### src/rtl/lmc1992.sv
// STE Microwire master emulation feeding an LMC1992-style mix/volume stage.
// CPU-written DATA/MASK frames are shifted out, decoded, and applied to the YM/DMA audio mix.
module lmc1992 #(
    parameter int BIT_CYCLES = 32
) (
    input  logic        clk_32,
    input  logic        reset,
    input  logic [15:0] din,
    input  logic [4:0]  addr,
    input  logic        uds,
    input  logic        lds,
    input  logic        rw,
    input  logic        sel,
    output logic [15:0] dout,
    output logic        mw_busy,
    input  logic [9:0]  ym_l,
    input  logic [9:0]  ym_r,
    input  logic [7:0]  ste_l,
    input  logic [7:0]  ste_r,
    output logic [14:0] audio_mix_l,
    output logic [14:0] audio_mix_r
);

    localparam int PW = (BIT_CYCLES > 1) ? $clog2(BIT_CYCLES) : 1;
    localparam logic [4:0] ADDR_DATA = 5'h11;
    localparam logic [4:0] ADDR_MASK = 5'h12;

    typedef enum logic {IDLE, SHIFT} mw_state_t;

    mw_state_t   state_reg, state_next;
    logic [15:0] data_reg, data_next;
    logic [15:0] mask_reg, mask_next;
    logic [PW-1:0] pre_reg, pre_next;
    logic [3:0]  bit_reg, bit_next;
    logic [10:0] acc_reg, acc_next;
    logic [3:0]  cnt_reg, cnt_next;
    logic [1:0]  mix_reg, mix_next;
    logic [3:0]  bass_reg, bass_next;
    logic [3:0]  treble_reg, treble_next;
    logic [5:0]  master_reg, master_next;
    logic [5:0]  left_reg, left_next;
    logic [5:0]  right_reg, right_next;
    logic        wr_d_reg;

    logic        wr_req, wr_stb, bit_end;
    logic [10:0] acc_shift;
    logic [3:0]  cnt_shift;
    logic [7:0]  tone_unused;

    // Tone settings are kept for completeness but drive nothing.
    assign tone_unused = {bass_reg, treble_reg};

    assign wr_req    = sel & ~rw;
    assign wr_stb    = wr_req & ~wr_d_reg & uds & lds;
    assign bit_end   = (pre_reg == PW'(BIT_CYCLES - 1));
    assign acc_shift = mask_reg[15] ? {acc_reg[9:0], data_reg[15]} : acc_reg;
    assign cnt_shift = (mask_reg[15] && cnt_reg != 4'hF) ? cnt_reg + 4'd1 : cnt_reg;
    assign mw_busy   = (state_reg == SHIFT);

    always_comb begin
        state_next  = state_reg;
        data_next   = data_reg;
        mask_next   = mask_reg;
        pre_next    = pre_reg;
        bit_next    = bit_reg;
        acc_next    = acc_reg;
        cnt_next    = cnt_reg;
        mix_next    = mix_reg;
        bass_next   = bass_reg;
        treble_next = treble_reg;
        master_next = master_reg;
        left_next   = left_reg;
        right_next  = right_reg;
        case (state_reg)
            IDLE: begin
                if (wr_stb && addr == ADDR_DATA) begin
                    data_next  = din;
                    pre_next   = '0;
                    bit_next   = 4'd0;
                    acc_next   = 11'd0;
                    cnt_next   = 4'd0;
                    state_next = SHIFT;
                end else if (wr_stb && addr == ADDR_MASK) begin
                    mask_next = din;
                end
            end
            SHIFT: begin
                pre_next = bit_end ? '0 : pre_reg + PW'(1);
                if (bit_end) begin
                    acc_next  = acc_shift;
                    cnt_next  = cnt_shift;
                    data_next = {data_reg[14:0], data_reg[15]};
                    mask_next = {mask_reg[14:0], mask_reg[15]};
                    bit_next  = bit_reg + 4'd1;
                    // Last bit: the frame is complete, decode with the final accumulator value.
                    if (bit_reg == 4'd15) begin
                        state_next = IDLE;
                        if (cnt_shift == 4'd11 && acc_shift[10:9] == 2'b10) begin
                            case (acc_shift[8:6])
                                3'b000:  mix_next    = acc_shift[1:0];
                                3'b001:  bass_next   = acc_shift[3:0];
                                3'b010:  treble_next = acc_shift[3:0];
                                3'b011:  master_next = acc_shift[5:0];
                                3'b100:  right_next  = acc_shift[5:0];
                                3'b101:  left_next   = acc_shift[5:0];
                                default: ;
                            endcase
                        end
                    end
                end
            end
            default: state_next = IDLE;
        endcase
    end

    always_ff @(posedge clk_32) begin
        if (reset) begin
            state_reg  <= IDLE;
            data_reg   <= 16'h0000;
            mask_reg   <= 16'h07FF;
            pre_reg    <= '0;
            bit_reg    <= 4'd0;
            acc_reg    <= 11'd0;
            cnt_reg    <= 4'd0;
            mix_reg    <= 2'b01;
            bass_reg   <= 4'd6;
            treble_reg <= 4'd6;
            master_reg <= 6'd40;
            left_reg   <= 6'd20;
            right_reg  <= 6'd20;
            wr_d_reg   <= 1'b0;
        end else begin
            state_reg  <= state_next;
            data_reg   <= data_next;
            mask_reg   <= mask_next;
            pre_reg    <= pre_next;
            bit_reg    <= bit_next;
            acc_reg    <= acc_next;
            cnt_reg    <= cnt_next;
            mix_reg    <= mix_next;
            bass_reg   <= bass_next;
            treble_reg <= treble_next;
            master_reg <= master_next;
            left_reg   <= left_next;
            right_reg  <= right_next;
            wr_d_reg   <= wr_req;
        end
    end

    always_comb begin
        dout = 16'h0000;
        if (addr == ADDR_DATA)      dout = data_reg;
        else if (addr == ADDR_MASK) dout = mask_reg;
    end

    logic [5:0]       master_cl;
    logic [1:0][14:0] out_arr;

    assign master_cl = (master_reg > 6'd40) ? 6'd40 : master_reg;

    genvar gi;
    generate
        for (gi = 0; gi < 2; gi++) begin : g_chan
            logic [9:0]         ym_c;
            logic [7:0]         ste_c;
            logic [5:0]         side_c, side_cl, atten_n;
            logic signed [14:0] y_ext, s_ext, mix_sum;
            logic [8:0]         mant_next;
            logic [4:0]         sh_next;
            logic signed [14:0] m1_reg;
            logic [8:0]         mant1_reg;
            logic [4:0]         sh1_reg;
            logic [14:0]        out_reg;
            logic signed [23:0] m_ext, mant_ext, prod, shifted;

            assign ym_c    = (gi == 0) ? ym_l : ym_r;
            assign ste_c   = (gi == 0) ? ste_l : ste_r;
            assign side_c  = (gi == 0) ? left_reg : right_reg;
            assign side_cl = (side_c > 6'd20) ? 6'd20 : side_c;
            assign y_ext   = {ym_c[9], ym_c, ym_c[9:6]};
            assign s_ext   = {ste_c[7], ste_c, ste_c[7:2]};
            assign atten_n = (6'd40 - master_cl) + (6'd20 - side_cl);
            assign sh_next = 5'd8 + 5'(atten_n / 6'd3);

            always_comb begin
                case (mix_reg)
                    2'b00:   mix_sum = (y_ext >>> 2) + s_ext;
                    2'b10:   mix_sum = s_ext;
                    default: mix_sum = y_ext + s_ext;
                endcase
            end

            // Roughly 2 dB per step: mantissa cycles through 1, 0.79, 0.63 while the shift grows.
            always_comb begin
                case (atten_n % 6'd3)
                    6'd0:    mant_next = 9'd256;
                    6'd1:    mant_next = 9'd203;
                    default: mant_next = 9'd162;
                endcase
            end

            assign m_ext    = 24'(m1_reg);
            assign mant_ext = {15'd0, mant1_reg};
            assign prod     = m_ext * mant_ext;
            assign shifted  = prod >>> sh1_reg;

            always_ff @(posedge clk_32) begin
                if (reset) begin
                    m1_reg    <= '0;
                    mant1_reg <= '0;
                    sh1_reg   <= '0;
                    out_reg   <= '0;
                end else begin
                    m1_reg    <= mix_sum;
                    mant1_reg <= mant_next;
                    sh1_reg   <= sh_next;
                    out_reg   <= shifted[14:0];
                end
            end

            assign out_arr[gi] = out_reg;
        end
    endgenerate

    assign audio_mix_l = out_arr[0];
    assign audio_mix_r = out_arr[1];

endmodule

### config.mk
export PLATFORM = sky130hd
export DESIGN_NAME = lmc1992
export DESIGN_NICKNAME = d
export VERILOG_FILES = /design/src/rtl/lmc1992.sv
export SDC_FILE = /design/constraint.sdc
export NUM_CORES = 1
export LEC_CHECK = 0
export ABC_AREA = 0
export BUFFER_PORTS_ARGS = -buffer_cell sky130_fd_sc_hd__buf_2
export CAP_MARGIN = 0
export CORE_MARGIN = 2
export CORE_UTILIZATION = 55
export CTS_BUF_LIST = sky130_fd_sc_hd__clkbuf_16
export DETAILED_ROUTE_END_ITERATION = 16
export GPL_ROUTABILITY_DRIVEN = 0
export HOLD_SLACK_MARGIN = 0.05
export PLACE_DENSITY = 0.76
export RECOVER_POWER = 50
export SKIP_CTS_REPAIR_TIMING = 1
export SYNTH_ARGS = -nofsm -noshare
export SYNTH_HDL_FRONTEND = slang
export SYNTH_SLANG_ARGS = --single-unit
export TNS_END_PERCENT = 100
### constraint.sdc
create_clock -name clk_32 -period 7.65 [get_ports clk_32]
set_clock_uncertainty 0.05 [all_clocks]
set_input_delay 0.3825 -clock clk_32 [delete_from_list [all_inputs] [get_ports clk_32]]
set_output_delay 0.3825 -clock clk_32 [all_outputs]
set_load 0.005 [all_outputs]
==> flow_metrics.py, run 1 <==
metrics = {
    "grt": {
        "grt.total_usage": 0.274,
        "antenna_found_initial": 0,
        "grt_first_pass_wirelength_um": 88400,
        "first_global_vias": 18161,
        "grt_remaining_overflow": 0,
        "grt_max_degree": 64,
    },
    "run": {
        "drv_cap": 3,
    },
    "layout": {
        "antenna_cells": 0,
        "final_nets": 2967,
        "stdcell_count": 3047,
        "drive_above_1_share": 0.0868,
        "area_growth_pct": 6.97,
        "largest_register_ffs": 30,
    },
    "cts": {
        "htreeDepth": 4,
        "clk_path_buf_depth": 2,
        "cts_tree": "built",
        "clock_latency_ns": 0.45,
        "cts_root_buf": "clkbuf_16",
        "cts.clk_slew.worst_paths_ns": 0.07,
        "cts_buffers": 17,
        "clkSinkCount": 156,
    },
    "synthesis": {
        "yosysMostFrequentCell": "inv_1",
        "synth_cell_types": 103,
        "syn-num-nets": 2931,
        "synth_area_leader_cell": "fa_1",
        "synth_edf_count": 0,
        "yosys_most_used_dff": "dfxtp_1",
        "syn_area_um2": 20800,
        "ys_ff_latch": 156,
        "synth.avg_cell_area_um2": 8.35,
        "synth_area_leaders": "fa_1 (15%), dfxtp_1 (15%), ha_1 (13%)",
        "syn_inst": 2487,
        "synthTopCellsByCount": "inv_1 (300), ha_1 (221), nor2_1 (196), nand2_1 (184), fa_1 (160)",
        "seq_area_frac_synth": 0.150,
        "async_flop_share": 0,
        "yosysTopAreaCellShare": 0.154,
        "yosysWarningCount": 0,
    },
    "timing": {
        "slew_headroom": -1.10,
        "finalMaxSlewViolations": 143,
        "setup_violations": 0,
        "clock.fmax_ghz": 0.138,
        "tns_ns": 0,
        "finalHoldViolCount": 0,
        "hold_slack_ns": 0.136,
        "rsz0062_at_grt": "false",
        "worst_pin_slew_ns": 3.12,
        "post-route-period-util": 0.947,
        "layout_min_cycle_time_ns": 7.25,
    },
    "worst_hold_path": {
        "hold_class": "in2reg",
    },
    "critical_path": {
        "path_class": "reg2reg",
        "cp_slowest_cell": "xor2_1",
        "cpPeakStageDelay_ns": 0.74,
        "crit_fanout": 16,
        "worst-path-buf-inv": 3,
        "cp_common_cell": "fa_1",
        "end_kind": "flip-flop",
        "startpoint_type": "flip-flop",
        "required_ns": 7.90,
        "arrival_ns": 7.50,
        "path_delay_family": "adder cells",
        "path_cells": "and2_1, ha_1, fa_1, inv_1, fa_1, fa_1, inv_1, fa_1, ha_1, and3_1, a221o_1, nor2_1, inv_2, o211a_2, o41ai_1, xor2_1, o22ai_1, a2111oi_0, a2111oi_0",
    },
    "detailed_routing": {
        "vias": 18162,
        "viasPerCell": 5.96,
        "wirelength_um": 52000,
        "drt_iter0_drc": 1375,
        "drtAntennaViolNets": 0,
        "drc": 0,
        "first_pass_iters": 5,
        "wire_per_inst_um": 17.1,
    },
    "floorplan": {
        "coreArea_um2": 37400,
        "boundaryPins": 110,
        "die_y_um": 198,
        "die_area_um2": 39300,
        "row_count": 71,
        "chipWidth_um": 198,
        "start_util": 0.555,
    },
    "run_status": {
        "outcome": "finished with violations",
        "violations": "capacitance limit, slew limit",
    },
    "power_and_ir_drop": {
        "power-per-cell-area_nw_per_um2": 95.6,
        "total_leakage_power_nw": 10.1,
        "ir_worst_vdd_mv": 0.184,
    },
    "placement": {
        "io_buffer_count": 109,
        "place_inst": 3015,
        "place_hpwl_um": 41200,
    },
}
-- worst paths after layout --
check	startpoint	end	slack, ns	cells after the start
max	g_chan[1].mant1_reg[7]	audio_mix_r[1]	0.40	19
max reg2reg	g_chan[1].mant1_reg[7]	audio_mix_r[1]	0.40	19
min reg2reg	g_chan[0].side_c[0]	g_chan[0].side_c[0]	0.44	2
min	sel	wr_d_reg	0.14	3
-- cell usage in the layout, fill, tap and decap left out, drive strengths merged, types with 18 or more instances in the layout --
| cell | n |
|---|---|
| a211oi | 55 |
| a21o | 38 |
| a21oi | 136 |
| a22o | 20 |
| a22oi | 18 |
| and2 | 135 |
| and3 | 18 |
| buf | 87 |
| clkbuf | 52 |
| dfxtp | 156 |
| fa | 160 |
| ha | 221 |
| inv | 313 |
| mux2 | 46 |
| mux2i | 85 |
| nand2 | 184 |
| nand3 | 33 |
| nor2 | 196 |
| nor3 | 43 |
| o211ai | 24 |
| o21a | 24 |
| o21ai | 112 |
| xnor2 | 59 |
-- metrics by stage --
stage          cell area, um2  power (mW)   util  worst slack (ns)
2_1_floorplan           20800        1.16      -             0.818
4_1_cts                 22300        2.14  0.595             0.215
5_1_grt                 22200        2.23  0.594            0.0152
3_5_place_dp            21700        1.28  0.579             0.259
6_report                22200        2.12  0.594             0.404
3_3_place_gp            21700        1.27  0.579             0.633
-- kinds of logic after synthesis --
group,count (synthesis),share of synthesized area
muxes,144,0.0808
adders and majority gates,381,0.287
xor gates and xnor gates,76,0.0352
AOI/OAI and AO/OA,610,0.205
and+or+nand+nor,705,0.165
DFF,156,0.150
buffers and inverters,415,0.0761
-- layer usage --
metal  GRT usage  part of all wire  up-vias
li1            -                 -     8791
met1       0.363              0.44     8700
met2       0.458              0.47      579
met3      0.0436             0.061       92
met4      0.0833             0.023        0
met5           0                 0        -
-- worst register-to-register path, delay by kind of cell, from the launching register on --
| family | cells | cell delay (ns) |
|---|---|---|
| fa+ha+maj | 6 | 2.78 |
| xor+xnor | 1 | 0.74 |
| buf+inv | 3 | 0.18 |
| flops | 1 | 0.68 |
| simple gates | 3 | 0.66 |
| compound gates | 6 | 2.02 |
-- report_power, final --
group          switching (mW)  internal [mW]  leakage (nW)
logic                   0.229          0.167          8.51
registers              0.0304          0.841          1.27
clock network           0.417          0.440         0.293
total                   0.676           1.45          10.1
-- area by class of cell --
type	count	area, um2
multi-input cells	1916	16100
fillers	3332	15200
flip-flops and latches	156	3120
inverters	310	1160
well taps	511	639
repair buffers	122	592
clock buffers	17	425
clock inverters	15	173
Power figures use the tool's default switching activity.
==> inputs of run 2 (changes only) <==
--- a/config.mk
+++ b/config.mk
@@ -15,7 +15,6 @@
 export GPL_ROUTABILITY_DRIVEN = 0
 export HOLD_SLACK_MARGIN = 0.05
 export PLACE_DENSITY = 0.76
-export RECOVER_POWER = 50
 export SKIP_CTS_REPAIR_TIMING = 1
 export SYNTH_ARGS = -nofsm -noshare
 export SYNTH_HDL_FRONTEND = slang
==> run 2 against run 1 <==
Effect of this change:
- the flow now finishes without violations
- via count shrank 0.18%
- critical endpoint unchanged
- wire length grew 0.13%
- critical path depth is the same
- clock power is essentially flat
- largest cell class unchanged
- total power is essentially flat
- non-clock buffer count is the same
- sequential power is essentially flat
- hold slack gained 0.0016 ns
- highest routed layer unchanged
- die area is the same
- register-to-register slack is essentially flat
- flip-flop and latch count is the same
- clock-buffer cell count is the same
==> flow_metrics.py, run 2 (synthesis gave the netlist of run 1 again) <==
metrics = {
    "layout": {
        "drive_above_1_share": 0.102,
        "area_growth_pct": 7.28,
        "final_nets": 2967,
        "n_fill_cell": 3301,
        "fin_area_um2": 22300,
        "final_cell_mix": "inv_1 (300), ha_1 (220), nor2_1 (195), nand2_1 (184), fa_1 (160)",
        "largest_register_ffs": 30,
        "final_common_cell": "inv_1",
        "antenna_cells": 0,
    },
    "critical_path": {
        "cpPeakStageDelay_ns": 0.72,
        "end_kind": "flip-flop",
        "arrival_ns": 7.50,
        "crit_fanout": 16,
        "required_ns": 7.91,
        "path_cells": "and2_1, ha_1, fa_1, inv_1, fa_1, fa_1, inv_1, fa_1, ha_1, a21o_1, a221o_1, nor2_1, inv_2, o211a_2, o41ai_1, xor2_1, o22ai_1, a2111oi_0, a2111oi_0",
        "cp_common_cell": "fa_1",
        "cp_slowest_cell": "xor2_1",
        "startpoint_type": "flip-flop",
        "path_class": "reg2reg",
    },
    "cts": {
        "cts_root_buf": "clkbuf_16",
        "cts_buffers": 17,
        "clkSinkCount": 156,
        "cts_tree": "built",
        "clock_latency_ns": 0.45,
        "cts.clk_slew.worst_paths_ns": 0.07,
        "htreeDepth": 4,
        "clk_path_buf_depth": 2,
    },
    "detailed_routing": {
        "drt_iter0_drc": 1443,
        "drtAntennaViolNets": 0,
        "vias": 18129,
        "viasPerCell": 5.95,
        "wire_per_inst_um": 17.1,
        "wirelength_um": 52100,
        "drc": 0,
        "first_pass_iters": 6,
    },
    "floorplan": {
        "start_util": 0.555,
        "row_count": 71,
        "die_area_um2": 39300,
        "boundaryPins": 110,
        "die_y_um": 198,
        "coreArea_um2": 37400,
        "chipWidth_um": 198,
    },
    "run_status": {
        "outcome": "completed",
    },
    "timing": {
        "setup_violations": 0,
        "finalHoldViolCount": 0,
        "clock.fmax_ghz": 0.138,
        "slew_headroom": 0.233,
        "worst_pin_slew_ns": 1.15,
        "layout_min_cycle_time_ns": 7.25,
        "post-route-period-util": 0.947,
        "tns_ns": 0,
        "rsz0062_at_grt": "false",
        "finalMaxSlewViolations": 0,
    },
    "grt": {
        "busiest_layer": "met2",
        "antenna_found_initial": 0,
        "grtUsageMet1": 0.363,
        "grt_first_pass_wirelength_um": 88400,
        "grt_use_met2": 0.458,
        "gr-usage-met3": 0.0436,
        "grt_max_degree": 64,
        "grt.total_usage": 0.274,
        "grt_remaining_overflow": 0,
        "first_global_vias": 18161,
    },
    "placement": {
        "io_buffer_count": 109,
        "place_hpwl_um": 41200,
        "place_area_um2": 21700,
    },
    "power_and_ir_drop": {
        "finalPower_mw": 2.13,
        "power-per-cell-area_nw_per_um2": 95.4,
        "total_leakage_power_nw": 10.2,
        "ir_worst_vdd_mv": 0.185,
    },
    "run": {
        "drv_cap": 0,
    },
    "worst_hold_path": {
        "hold_class": "in2reg",
    },
}
-- run 2: cell types whose count changed in the layout (fill, tap and decap cells not counted), sizes merged --
cell / before / now
buf: 87 / 122
clkbuf: 52 / 17
-- run 2: power by group --
| part | internal, mW | switching [mW] | total (mW) | leakage, nW |
|---|---|---|---|---|
| Combinational | 0.168 | 0.229 | 0.397 | 8.66 |
| Sequential | 0.841 | 0.0304 | 0.871 | 1.27 |
| Clock | 0.440 | 0.418 | 0.858 | 0.293 |
-- run 2: routing by layer --
metal  up-vias  part of all wire
met1      8667              0.45
met5         -                 0
met4         0             0.023
met2       576              0.47
met3        95             0.057
li1       8791                 -
-- run 2: layout make-up --
| cell class | instances | area [um2] | area share |
|---|---|---|---|
| multi-input combinational | 1916 | 16100 | 0.723 |
| inverter | 310 | 1160 | 0.0522 |
| clock inverter | 15 | 173 | 0.00775 |
| tap | 511 | 639 | 0.0287 |
| timing repair buffer | 122 | 646 | 0.0290 |
| sequential | 156 | 3120 | 0.140 |
| clock buffer | 17 | 425 | 0.0191 |
-- run 2: per-stage QoR --
step	setup WS, ns	util	hold slack (ns)	cells
6_report	0.403	0.596	0.137	3047
3_3_place_gp	0.633	0.579	0.412	3015
5_1_grt	0.0152	0.596	0.138	3047
3_5_place_dp	0.259	0.579	0.433	3015
4_1_cts	0.215	0.595	0.114	3047
2_1_floorplan	0.818	-	0.397	2487
-- run 2: path summary, 6_finish.rpt --
check	from	to	slack, ns	cells after the start
setup reg to reg	g_chan[1].mant1_reg[7]	audio_mix_r[1]	0.40	19
setup / recovery	g_chan[1].mant1_reg[7]	audio_mix_r[1]	0.40	19
hold / removal	sel	wr_d_reg	0.14	3
hold reg to reg	g_chan[0].side_c[0]	g_chan[0].side_c[0]	0.44	2
-- run 2: critical path: cells and delay by family (launching register included) --
| kind | cells | cell delay (ns) |
|---|---|---|
| buf+inv | 3 | 0.18 |
| compound gates | 7 | 2.25 |
| flops | 1 | 0.68 |
| simple gates | 2 | 0.41 |
| fa+ha+maj | 6 | 2.79 |
| xor+xnor | 1 | 0.72 |
